===== src/rtl/bcd_pkg.sv =====
// Constants, state encoding and helpers shared by the binary<->BCD conversion blocks.
package bcd_pkg;

  localparam int         BCD_NIBBLE_W = 4;
  localparam logic [3:0] ADD3_THRESH  = 4'd5;

  typedef enum logic [1:0] {
    IDLE   = 2'd0,
    SHIFT  = 2'd1,
    FINISH = 2'd2
  } state_t;

  function automatic int clog2(input int value);
    int r;
    r = 0;
    while ((1 << r) < value) r++;
    return r;
  endfunction

endpackage


===== src/rtl/bcd_add3_nibble.sv =====
// Double-dabble correction cell: a BCD digit of 5 or more gets 3 added so the
// following left shift carries correctly into the next decimal digit.
module bcd_add3_nibble
  import bcd_pkg::*;
(
  input  logic [BCD_NIBBLE_W-1:0] nib_i,
  output logic [BCD_NIBBLE_W-1:0] nib_o
);

  // Inputs never exceed 9, so the corrected value stays within 12 and fits in 4 bits.
  always_comb begin
    nib_o = nib_i;
    if (nib_i >= ADD3_THRESH) nib_o = nib_i + 4'd3;
  end

endmodule


===== src/rtl/bin_to_bcd_seq.sv =====
// Sequential binary-to-BCD converter: one shift-and-add-3 step per clock,
// with a start/busy/done handshake and an overflow flag for too few digits.
module bin_to_bcd_seq
  import bcd_pkg::*;
#(
  parameter int BIN_W  = 8,
  parameter int DIGITS = 3
) (
  input  logic                           clk,
  input  logic                           rst_n,
  input  logic                           start,
  input  logic [BIN_W-1:0]               bin_in,
  output logic                           busy,
  output logic                           done,
  output logic [BCD_NIBBLE_W*DIGITS-1:0] bcd_out,
  output logic                           overflow
);

  localparam int BCD_W = BCD_NIBBLE_W * DIGITS;
  localparam int SR_W  = BCD_W + BIN_W;
  localparam int CNT_W = (clog2(BIN_W) < 1) ? 1 : clog2(BIN_W);
  localparam logic [CNT_W-1:0] CNT_LAST = CNT_W'(BIN_W - 1);

  state_t            state_q;
  logic [SR_W-1:0]   sr_q;
  logic [SR_W-1:0]   sr_d;
  logic [CNT_W-1:0]  cnt_q;
  logic              ovf_acc_q;
  logic              busy_q;
  logic              done_q;
  logic [BCD_W-1:0]  bcd_out_q;
  logic              overflow_q;

  logic [BCD_W-1:0]  bcd_corr;
  logic              shift_out;

  for (genvar k = 0; k < DIGITS; k++) begin : g_add3
    bcd_add3_nibble u_add3 (
      .nib_i (sr_q[BIN_W + BCD_NIBBLE_W*k +: BCD_NIBBLE_W]),
      .nib_o (bcd_corr[BCD_NIBBLE_W*k +: BCD_NIBBLE_W])
    );
  end

  // Corrected BCD field and untouched binary field shifted left together;
  // the MSB of the corrected field is the digit carry that falls off the top.
  assign shift_out = bcd_corr[BCD_W-1];
  assign sr_d      = {bcd_corr[BCD_W-2:0], sr_q[BIN_W-1:0], 1'b0};

  always_ff @(posedge clk or negedge rst_n) begin
    if (!rst_n) begin
      state_q    <= IDLE;
      sr_q       <= '0;
      cnt_q      <= '0;
      ovf_acc_q  <= 1'b0;
      busy_q     <= 1'b0;
      done_q     <= 1'b0;
      bcd_out_q  <= '0;
      overflow_q <= 1'b0;
    end else begin
      done_q <= 1'b0;
      case (state_q)
        IDLE: begin
          if (start) begin
            sr_q      <= {{BCD_W{1'b0}}, bin_in};
            cnt_q     <= '0;
            ovf_acc_q <= 1'b0;
            busy_q    <= 1'b1;
            state_q   <= SHIFT;
          end
        end
        SHIFT: begin
          sr_q      <= sr_d;
          cnt_q     <= cnt_q + 1'b1;
          ovf_acc_q <= ovf_acc_q | shift_out;
          // Results are loaded on the final shift so they and done are
          // already visible throughout the FINISH cycle.
          if (cnt_q == CNT_LAST) begin
            state_q    <= FINISH;
            done_q     <= 1'b1;
            bcd_out_q  <= sr_d[SR_W-1 -: BCD_W];
            overflow_q <= ovf_acc_q | shift_out;
          end
        end
        FINISH: begin
          busy_q  <= 1'b0;
          state_q <= IDLE;
        end
        default: begin
          busy_q  <= 1'b0;
          state_q <= IDLE;
        end
      endcase
    end
  end

  assign busy     = busy_q;
  assign done     = done_q;
  assign bcd_out  = bcd_out_q;
  assign overflow = overflow_q;

endmodule


===== config.mk =====
export PLATFORM = sky130hd
export DESIGN_NAME = bin_to_bcd_seq
export DESIGN_NICKNAME = d
export VERILOG_FILES = /design/src/rtl/bcd_pkg.sv /design/src/rtl/bcd_add3_nibble.sv /design/src/rtl/bin_to_bcd_seq.sv
export SDC_FILE = /design/constraint.sdc
export NUM_CORES = 1
export LEC_CHECK = 0
export CAP_MARGIN = 0
export CORE_MARGIN = 10
export CORE_UTILIZATION = 58
export DETAILED_ROUTE_END_ITERATION = 8
export PLACE_DENSITY = 0.92
export SLEW_MARGIN = 20
export SYNTH_ARGS = -nofsm -noshare
export SYNTH_HDL_FRONTEND = slang
export SYNTH_HIERARCHICAL = 1
export SYNTH_SLANG_ARGS = --single-unit
export TNS_END_PERCENT = 100

===== constraint.sdc =====
create_clock -name clk -period 3.1 [get_ports clk]
set_clock_uncertainty 0.15 [all_clocks]
set_input_delay 0.62 -clock clk [delete_from_list [all_inputs] [get_ports clk]]
set_output_delay 0.62 -clock clk [all_outputs]
set_load 0.01 [all_outputs]

==> flow_summary.toml, run 1 <==
[grt]
grt_pass1_wl_mm = 6.396
grt_pass1_vias = 1367
antenna_found_initial = 0
gr-usage-all-layers_pct = 12.83
globalRouteOverflowTotal = 0
grt_max_degree = 42

[worst_setup_path]
path_cells = "clkdlybuf4s50_1"
cp.depth = 1
cp-start-kind = "flop"
cp_slowest_stage_delay_ps = 550
slowest_stage = "clkdlybuf4s50_1"
crit_required_ps = 2330
worstSetupPathType = "flop to output port"
crit_fanout = 2
critical-path-top-delay-family = "buffers and inverters"
reg2reg_depth = 4
crit_arrival_ps = 1270
endpoint_kind = "output port"
critPathBufInv = 1

[floorplan]
die_w_um = 78.07
design.die.area_mm2 = 0.006094
ioPinCount = 26
fp.coreArea_mm2 = 0.003284
start_util_pct = 59.54
die_height_um = 78.07
rows = 21

[drt]
drt-wirelength-per-cell_um = 15.82
wirelength_mm = 3.765
via_per_inst = 5.542
vias = 1319
firstDrtPassIters = 4
drt-initial-drc-count = 63
antenna_left = 0
drc = 0

[job]
maxCapViolCount = 0

[timing]
hold_viol_final = 0
setup_viol = 0
slew_violations = 0
fin_tns_setup_ps = 0
max_freq_ghz = 0.4890
slew_headroom_pct = 41.59
worstMarginPinSlew_ps = 876.1
finalCritPeriodShare_pct = 65.97
rsz0062_at_grt = "no"
hold_slack_ps = 229.5
post-route-min-period_ps = 2045

[clock_network]
insertion_delay_ps = 350
htree_levels = 2
clock_sinks = 41
path_clk_slew_ps = 120
root_buffer = "clkbuf_4"
numCtsBuffers = 5
cts_hold_buf = 0
cts_tree = "built"
cts-resized-gates = 0
clockBufferDepth = 2
post_cts_buffers = 0

[power]
power_mw = 2.345
p_leak_nw = 1.091
p_seq_share_pct = 41.3
switching_share_pct = 37.47
worst_ir_drop_vdd_v = 0.0005132
power_switching_uw = 878.5
combPwrFrac_pct = 47.9
p_per_area_mw_per_mm2 = 1038
clockPowerShare_pct = 10.8
p_int_mw = 1.466

[yosys]
syn_nets = 183
synth_compound_area_share_pct = 16.89
ys_types = 27
synth-xor-area-share_pct = 1.344
postSynthAreaPerCell_um2 = 11.92
yosys.area_share.simple_pct = 8.317
synth_area_leaders = "dfrtp_1 (52%), a22o_1 (6.3%), ha_1 (5.1%), mux2_4 (4.6%), mux2_2 (4.0%)"
yosys_warnings = 6
synth_mux_area_share_pct = 10.17
synth_fa_ha_area_share_pct = 5.118
synth_top_family_by_area = "compound AO/OA/AOI/OAI gates"
synth_area_leader_cell = "dfrtp_1"
synth_area_mm2 = 0.001956
synth.top_cell.area_share_pct = 52.46
synth_seq_cells = 41
postSynthCellCount = 164
yosysSeqAreaShare_pct = 52.46

[layout]
final_cells = 238
n_antenna_cell = 0
drive_gt1_share_pct = 15.10
layout_commonest_cell = "dfrtp_1"
fin_util_pct = 68.76
area_growth_pct = 15.48
nets = 210
most-common-layout-cells = "dfrtp_1 (41), clkdlybuf4s50_1 (24), inv_1 (14), a22o_1 (14), nand2_1 (13)"
nFillCells = 239

[placed_design]
place_congestion = 0.8152
dpl.cell_count = 230
dp_hpwl_mm = 2.816
io_buffers = 25

[run_status]
status = "complete, no violations"

[min_path]
hold_path.class = "primary input to asynchronous set/reset pin"
==> sequential cells by signal (all words and copies together) (netlist names) <==
register and flops:
done 1, sr_q 20, bcd_out 12, overflow 1
busy 1, state_q 2, ovf_acc_q 1, cnt_q 3
==> path summary, 6_finish.rpt <==
check,startpoint,end,slack [ps]
setup / recovery,busy,busy,1060
hold reg to reg,overflow,overflow,350
min in group clk,overflow,overflow,350
max in group asynchronous,rst_n,bcd_out[2],2030
setup reg to reg,cnt_q[0],bcd_out[0],1360
hold / removal,rst_n,bcd_out[6],230
==> cells by family (layout without fill, tap and decap cells) <==
kind of cell	Yosys count	in the layout
and+or+nand+nor	31	31
muxes	16	16
buffers and inverters	21	49
adders and majority gates	8	8
AOI/OAI and AO/OA	44	44
DFF	41	41
xor gates and xnor gates	3	3
==> cell usage after synthesis (all sizes together) <==
master	instances
o22ai	7
nor2	8
xnor2	3
a2bb2oi	4
ha	8
nand3b	1
o32ai	1
nand2b	9
a22o	14
inv	16
a21oi	7
mux2	13
nand2	13
buf	5
o21ai	8
mux2i	3
a22oi	3
dfrtp	41
==> metal layers <==
layer,vias to the layer above,GRT usage [%],wire [um]
li1,629,-,-
met1,656,14.48,1615
met5,-,0,0
met4,0,4.301,46
met2,28,21.88,1910
met3,6,4.784,193
==> stage by stage <==
stage | instance area (um2) | setup WS (ps)
2_1_floorplan | 1956 | 1511
4_1_cts | 2258 | 1035
3_5_place_dp | 2207 | 1059
5_1_grt | 2258 | 973.4
6_report | 2258 | 1055
3_3_place_gp | 2207 | 1126
==> area by class of cell <==
type / instances / area (um2) / share of cell area [%]
clock inverters: 2 / 10.01 / 0.4432
multi-input cells: 102 / 818.3 / 36.23
inverters: 16 / 60.06 / 2.659
flip-flops and latches: 41 / 1026 / 45.43
repair buffers: 25 / 245.2 / 10.86
clock buffers: 6 / 41.29 / 1.828
well taps: 46 / 57.56 / 2.548
==> power by group through the flow <==
stage                     registers (mW)  logic, mW  clock network, mW
after floorplan                    0.955      0.794                  0
after global placement             0.953       1.06                  0
after detailed placement           0.974       1.14                  0
after CTS                          0.965       1.14              0.257
after global routing               0.996       1.24              0.287
final                              0.968       1.12              0.253
Note: power is estimated with default switching activity, not from simulation.
==> run 2: changes to the inputs <==
CORE_UTILIZATION = 49   (was 58)
PLACE_DENSITY = 0.84   (was 0.92)
clock period = 1.7 ns   (was 3.1 ns; I/O delays follow)
==> run 2 against run 1 <==
Against the previous run: largest power group unchanged; sequential power grew 82%; total power grew 100%; combinational power grew 110%; non-clock buffer count grew 14; setup slack lost 1000 ps; die area grew 14%; wire length grew 8.0%; sequential share of layout area shrank 4.9 points; worst hold slack gained 110 ps; via count grew 3.1%.
==> flow_summary.toml, run 2 (same netlist as run 1, synthesis figures left out) <==
[layout]
top_register = "sr_q"
multi_input_area_um2 = 890.9
area_growth_pct = 29.43
regArea_mm2 = 0.001026
n_antenna_cell = 0
largest_reg_flops = 20
nets = 224
layout_commonest_cell = "dfrtp_1"
nFillCells = 292
fin_util_pct = 67.12
drive_gt1_share_pct = 25.24
most-common-layout-cells = "dfrtp_1 (41), a22o_1 (14), nand2_1 (13), inv_1 (12), dlymetal6s2s_1 (11)"

[worst_setup_path]
r2r_slack_ps = 50
cp_slowest_stage_delay_ps = 400
cp-start-kind = "flop"
worstSetupPathType = "flop to flop"
critical-path-top-delay-family = "multiplexers"
crit_arrival_ps = 1740
timing.rr.end = "bcd_out[10]"
slowest_stage = "dfrtp_1"
crit_required_ps = 1790
r2r_start = "sr_q[17]"
cp.depth = 6
reg2reg_depth = 6
path_cells = "inv_2, ha_1, nand2b_4, a21oi_2, mux2i_2, mux2_4"
endpoint_kind = "flop"
crit_fanout = 3
critPathBufInv = 1

[job]
maxCapViolCount = 0

[drt]
drt-wirelength-per-cell_um = 16.01
drc = 0
antenna_left = 0
vias = 1360
drt-initial-drc-count = 108
via_per_inst = 5.354
firstDrtPassIters = 5
wirelength_mm = 4.067

[timing]
post-route-min-period_ps = 1649
setup_viol = 0
slew_headroom_pct = 73.22
hold_viol_final = 0
worstMarginPinSlew_ps = 400.8
fin_tns_setup_ps = 0
finalCritPeriodShare_pct = 97.01
worst_slack_ps = 50.87
slew_violations = 0
max_freq_ghz = 0.6064

[clock_network]
numCtsBuffers = 5
cts_tree = "built"
path_clk_slew_ps = 80
root_buffer = "clkbuf_8"
clockBufferDepth = 2
clock_sinks = 41
insertion_delay_ps = 290
htree_levels = 2

[placed_design]
io_buffers = 25
dp_hpwl_mm = 2.786
place_congestion = 0.7896
place_ws_ps = -24.03

[floorplan]
die_height_um = 83.18
design.die.area_mm2 = 0.006918
start_util_pct = 51.86
ioPinCount = 26
die_w_um = 83.18
fp.coreArea_mm2 = 0.003771
rows = 22

[power]
p_per_area_mw_per_mm2 = 1884
p_leak_nw = 1.329
worst_ir_drop_vdd_v = 0.001052

[run_status]
status = "complete, no violations"

[min_path]
hold_path.class = "primary input to asynchronous set/reset pin"

[grt]
grt_pass1_wl_mm = 6.775
grt_pass1_vias = 1397
antenna_found_initial = 0
grt_max_degree = 27
globalRouteOverflowTotal = 0
gr-usage-all-layers_pct = 11.75
==> run 2: changes by cell type in the layout (fill, tap and decap cells not counted), sizes merged <==
cell | previous run | this run
dlymetal6s2s | 0 | 11
buf | 1 | 14
clkdlybuf4s50 | 24 | 10
dlygate4sd3 | 0 | 1
dlygate4sd2 | 0 | 3
clkinv | 2 | 0
clkbuf | 6 | 8
==> run 2: worst max path at each step <==
stage,start,to,slack [ps]
6_report,sr_q[17],bcd_out[10],50
5_1_grt,sr_q[12],sr_q[14],-20
4_1_cts,bcd_out[0],bcd_out[0],3
3_5_place_dp,start,sr_q[5],-20
3_3_place_gp,start,sr_q[5],30
2_1_floorplan,cnt_q[0],bcd_out[3],110
==> run 2: metrics by stage <==
stage / std cells / instance area, um2 / power (mW) / hold WS, ps
2_1_floorplan: 164 / 1956 / 3.190 / -105.6
3_5_place_dp: 240 / 2282 / 3.915 / 130.1
3_3_place_gp: 240 / 2282 / 3.810 / 125.0
4_1_cts: 251 / 2409 / 4.551 / 348.3
6_report: 254 / 2531 / 4.769 / 343.7
5_1_grt: 254 / 2531 / 5.163 / 370.2
==> run 2: timing repair <==
action,CTS,global route
buffers inserted,2,3
gates resized for setup,3,27
endpoints found under the hold margin,15,0
endpoints found under the setup margin,5,23
hold buffers,1,0
pin swaps,0,4
==> run 2: report_power, final <==
group          leakage, nW  internal, mW  switching (mW)
clock               0.0395         0.292           0.317
combinational        0.783          1.34            1.06
sequential           0.507          1.41           0.357
total                 1.33          3.04            1.73
==> run 2: final cells by class <==
class | instances | area share [%]
clock buffer | 8 | 3.164
sequential | 41 | 40.53
multi-input combinational | 102 | 35.20
inverter | 16 | 2.373
timing repair buffer | 39 | 16.36
tap | 48 | 2.373
==> run 2: worst register-to-register path, stage by stage (launching register included) <==
cell and delay (ps):
dfrtp_1 400, inv_2 80, ha_1 180, nand2b_4 140, a21oi_2 190, mux2i_2 270, mux2_4 180
==> run 2: routing by layer <==
layer | global-route usage [%] | vias up | share of wire, %
li1 | - | 660 | -
met1 | 13.87 | 668 | 42
met2 | 18.78 | 26 | 51
met3 | 3.906 | 6 | 5.1
met4 | 5.385 | 0 | 1.3
met5 | 0 | - | 0
==> run 3: changes to the inputs <==
CORE_MARGIN = default   (was 10)
CORE_UTILIZATION = 48   (was 49)
PLACE_DENSITY = 0.83   (was 0.84)
SYNTH_HIERARCHICAL = default   (was 1)
==> run 3 against run 2 <==
Against the previous run: combinational power is 10% lower; clock-buffer cell count stayed put; cell count is 7.9% higher; first-iteration DRC count is 45% lower; worst hold slack worse by 12 ps; sequential share of layout area is 1.4 points higher; fmax is 0.22% lower; critical path depth is 5 lower; flip-flop and latch count stayed put; setup slack worse by 3.7 ps; critical path type is now flop to output port; largest cell class unchanged.
==> flow_summary.toml, run 3 <==
[layout]
nFillCells = 297
area_growth_pct = 27.91
nets = 244
top_register = "sr_q"
n_antenna_cell = 0
layout_commonest_cell = "dfrtp_1"
drive_gt1_share_pct = 18.58
largest_reg_flops = 20
final_cells = 274
most-common-layout-cells = "dfrtp_1 (41), nand2_1 (31), o21ai_0 (24), clkdlybuf4s50_1 (12), dlymetal6s2s_1 (12)"

[yosys]
yosys_warnings = 0
postSynthCellCount = 188
yosys-top-cells-count = "dfrtp_1 (41), nand2_1 (31), o21ai_0 (27)"
ys_types = 27
postSynthAreaPerCell_um2 = 10.18
synth_fa_ha_area_share_pct = 5.229
yosysSeqAreaShare_pct = 53.59
synth_mux_area_share_pct = 4.379
synth_seq_cells = 41
synth_area_mm2 = 0.001914
synth_top_family_by_area = "compound AO/OA/AOI/OAI gates"
synthFlopType = "dfrtp_1"
synth_area_leaders = "dfrtp_1 (54%), o21ai_0 (7.1%), nand2_1 (6.1%), ha_1 (5.2%), a21oi_1 (2.6%)"
synth_compound_area_share_pct = 15.75
syn_nets = 207
synth.top_cell.area_share_pct = 53.59
yosys.area_share.simple_pct = 14.38
yosysMostFrequentCell = "dfrtp_1"
synthArstFlopShare_pct = 100.0
synth_area_leader_cell = "dfrtp_1"
synth-xor-area-share_pct = 1.373
synth_edf_count = 0

[power]
worst_ir_drop_vdd_v = 0.0007899
power_mw = 4.477
p_per_area_mw_per_mm2 = 1829
p_leak_nw = 1.209

[timing]
setup_viol = 0
finalCritPeriodShare_pct = 97.22
hold_slack_ps = 331.3
max_freq_ghz = 0.6050
worstMarginPinSlew_ps = 356.9
hold_viol_final = 0
slew_headroom_pct = 76.21
post-route-min-period_ps = 1653
slew_violations = 0
rsz0062_at_grt = "yes"

[clock_network]
numCtsBuffers = 5
root_buffer = "clkbuf_8"
htree_levels = 2
clockBufferDepth = 2
insertion_delay_ps = 290
clock_sinks = 41
path_clk_slew_ps = 70
cts_tree = "built"

[drt]
vias = 1416
drt-wirelength-per-cell_um = 13.09
wirelength_mm = 3.586
firstDrtPassIters = 4
drc = 0
drt-initial-drc-count = 59
via_per_inst = 5.168
antenna_left = 0

[floorplan]
rows = 22
die_height_um = 65.15
fp.coreArea_mm2 = 0.003744
die_w_um = 65.15
design.die.area_mm2 = 0.004245
ioPinCount = 26
start_util_pct = 51.14

[worst_setup_path]
crit_fanout = 2
endpoint_kind = "output port"
worstSetupPathType = "flop to output port"
crit_required_ps = 1210
cp_slowest_stage_delay_ps = 530
crit_arrival_ps = 1160
path_cells = "clkdlybuf4s50_1"
slowest_stage = "clkdlybuf4s50_1"
cp-start-kind = "flop"
critPathBufInv = 1
critical-path-top-delay-family = "buffers and inverters"

[min_path]
hold_path.class = "flop to flop"

[grt]
grt_pass1_wl_mm = 6.361
antenna_found_initial = 0
gr-usage-all-layers_pct = 19.99
grt_pass1_vias = 1428
globalRouteOverflowTotal = 0
grt_max_degree = 42

[job]
maxCapViolCount = 0

[placed_design]
io_buffers = 25
dpl.cell_count = 263
dp_hpwl_mm = 2.304
place_congestion = 0.7928

[run_status]
status = "complete, no violations"
run 3: changes by cell type after synthesis, moves of 6 or more:
cell and delta:
nand2_1 +18, o22ai_1 -7, nand2b_1 -6, a22o_1 -11, mux2_4 -6, a21oi_1 +6, o21ai_0 +23
run 3: kinds of logic after synthesis:
family,after synthesis
buffers and inverters,18
muxes,8
and+or+nand+nor,55
xor gates and xnor gates,3
adders and majority gates,8
DFF,41
AOI/OAI and AO/OA,55
run 3: what timing repair did:
| action | 4_1_cts | 5_1_grt |
|---|---|---|
| gates resized for setup | 2 | 31 |
| hold buffers | 1 | 0 |
| setup buffers | 0 | 2 |
| hold endpoints to repair | 41 | 0 |
| setup endpoints to repair | 4 | 22 |
| pin swaps | 0 | 6 |
run 3: worst reg2reg max path, delay by kind of cell, from the launching register on:
| kind | cells | cell delay [ps] |
|---|---|---|
| and+or+nand+nor | 1 | 450 |
| DFF | 1 | 390 |
| adders and majority gates | 1 | 190 |
| buffers and inverters | 2 | 180 |
| AOI/OAI and AO/OA | 1 | 180 |
run 3: worst paths after layout:
path,startpoint,depth (start not counted),end,slack (ps)
hold / removal,bcd_out[10],2,bcd_out[10],330
hold reg to reg,bcd_out[10],2,bcd_out[10],330
setup / recovery,bcd_out[7],1,bcd_out[7],50
max in group asynchronous,rst_n,3,sr_q[0],810
min in group asynchronous,rst_n,3,done,400
setup reg to reg,sr_q[16],5,bcd_out[11],70
run 3: where the power goes:
group	leakage [nW]	switching, mW	internal, mW
registers	0.512	0.328	1.40
logic	0.657	1.03	1.12
clock network	0.0395	0.306	0.291
run 3: per-stage QoR:
step / utilization, % / area, um2 / worst slack [ps] / TNS [ps]
global route: 65.41 / 2449 / -34.67 / -70.52
global placement: 60.26 / 2256 / 26.52 / 0
floorplan: - / 1914 / 51.92 / 0
detailed placement: 60.26 / 2256 / -22.03 / -39.92
finish: 65.41 / 2449 / 47.19 / 0
CTS: 62.87 / 2354 / 0.8328 / 0
run 3: cell type report:
class	count	area (um2)	share of cell area, %
Clock buffer	8	80.08	3.270
Inverter	10	37.54	1.533
Multi-Input combinational cell	129	844.6	34.49
Sequential cell	41	1026	41.90
Tap cell	48	60.06	2.453
Timing Repair Buffer	38	400.4	16.35
run 3: routing by layer:
layer,global-route usage (%),wire [um],vias to the layer above
met2,33.07,1693,22
li1,-,-,712
met5,0,0,-
met1,24.66,1694,673
met4,8.424,77,0
met3,5.382,121,9
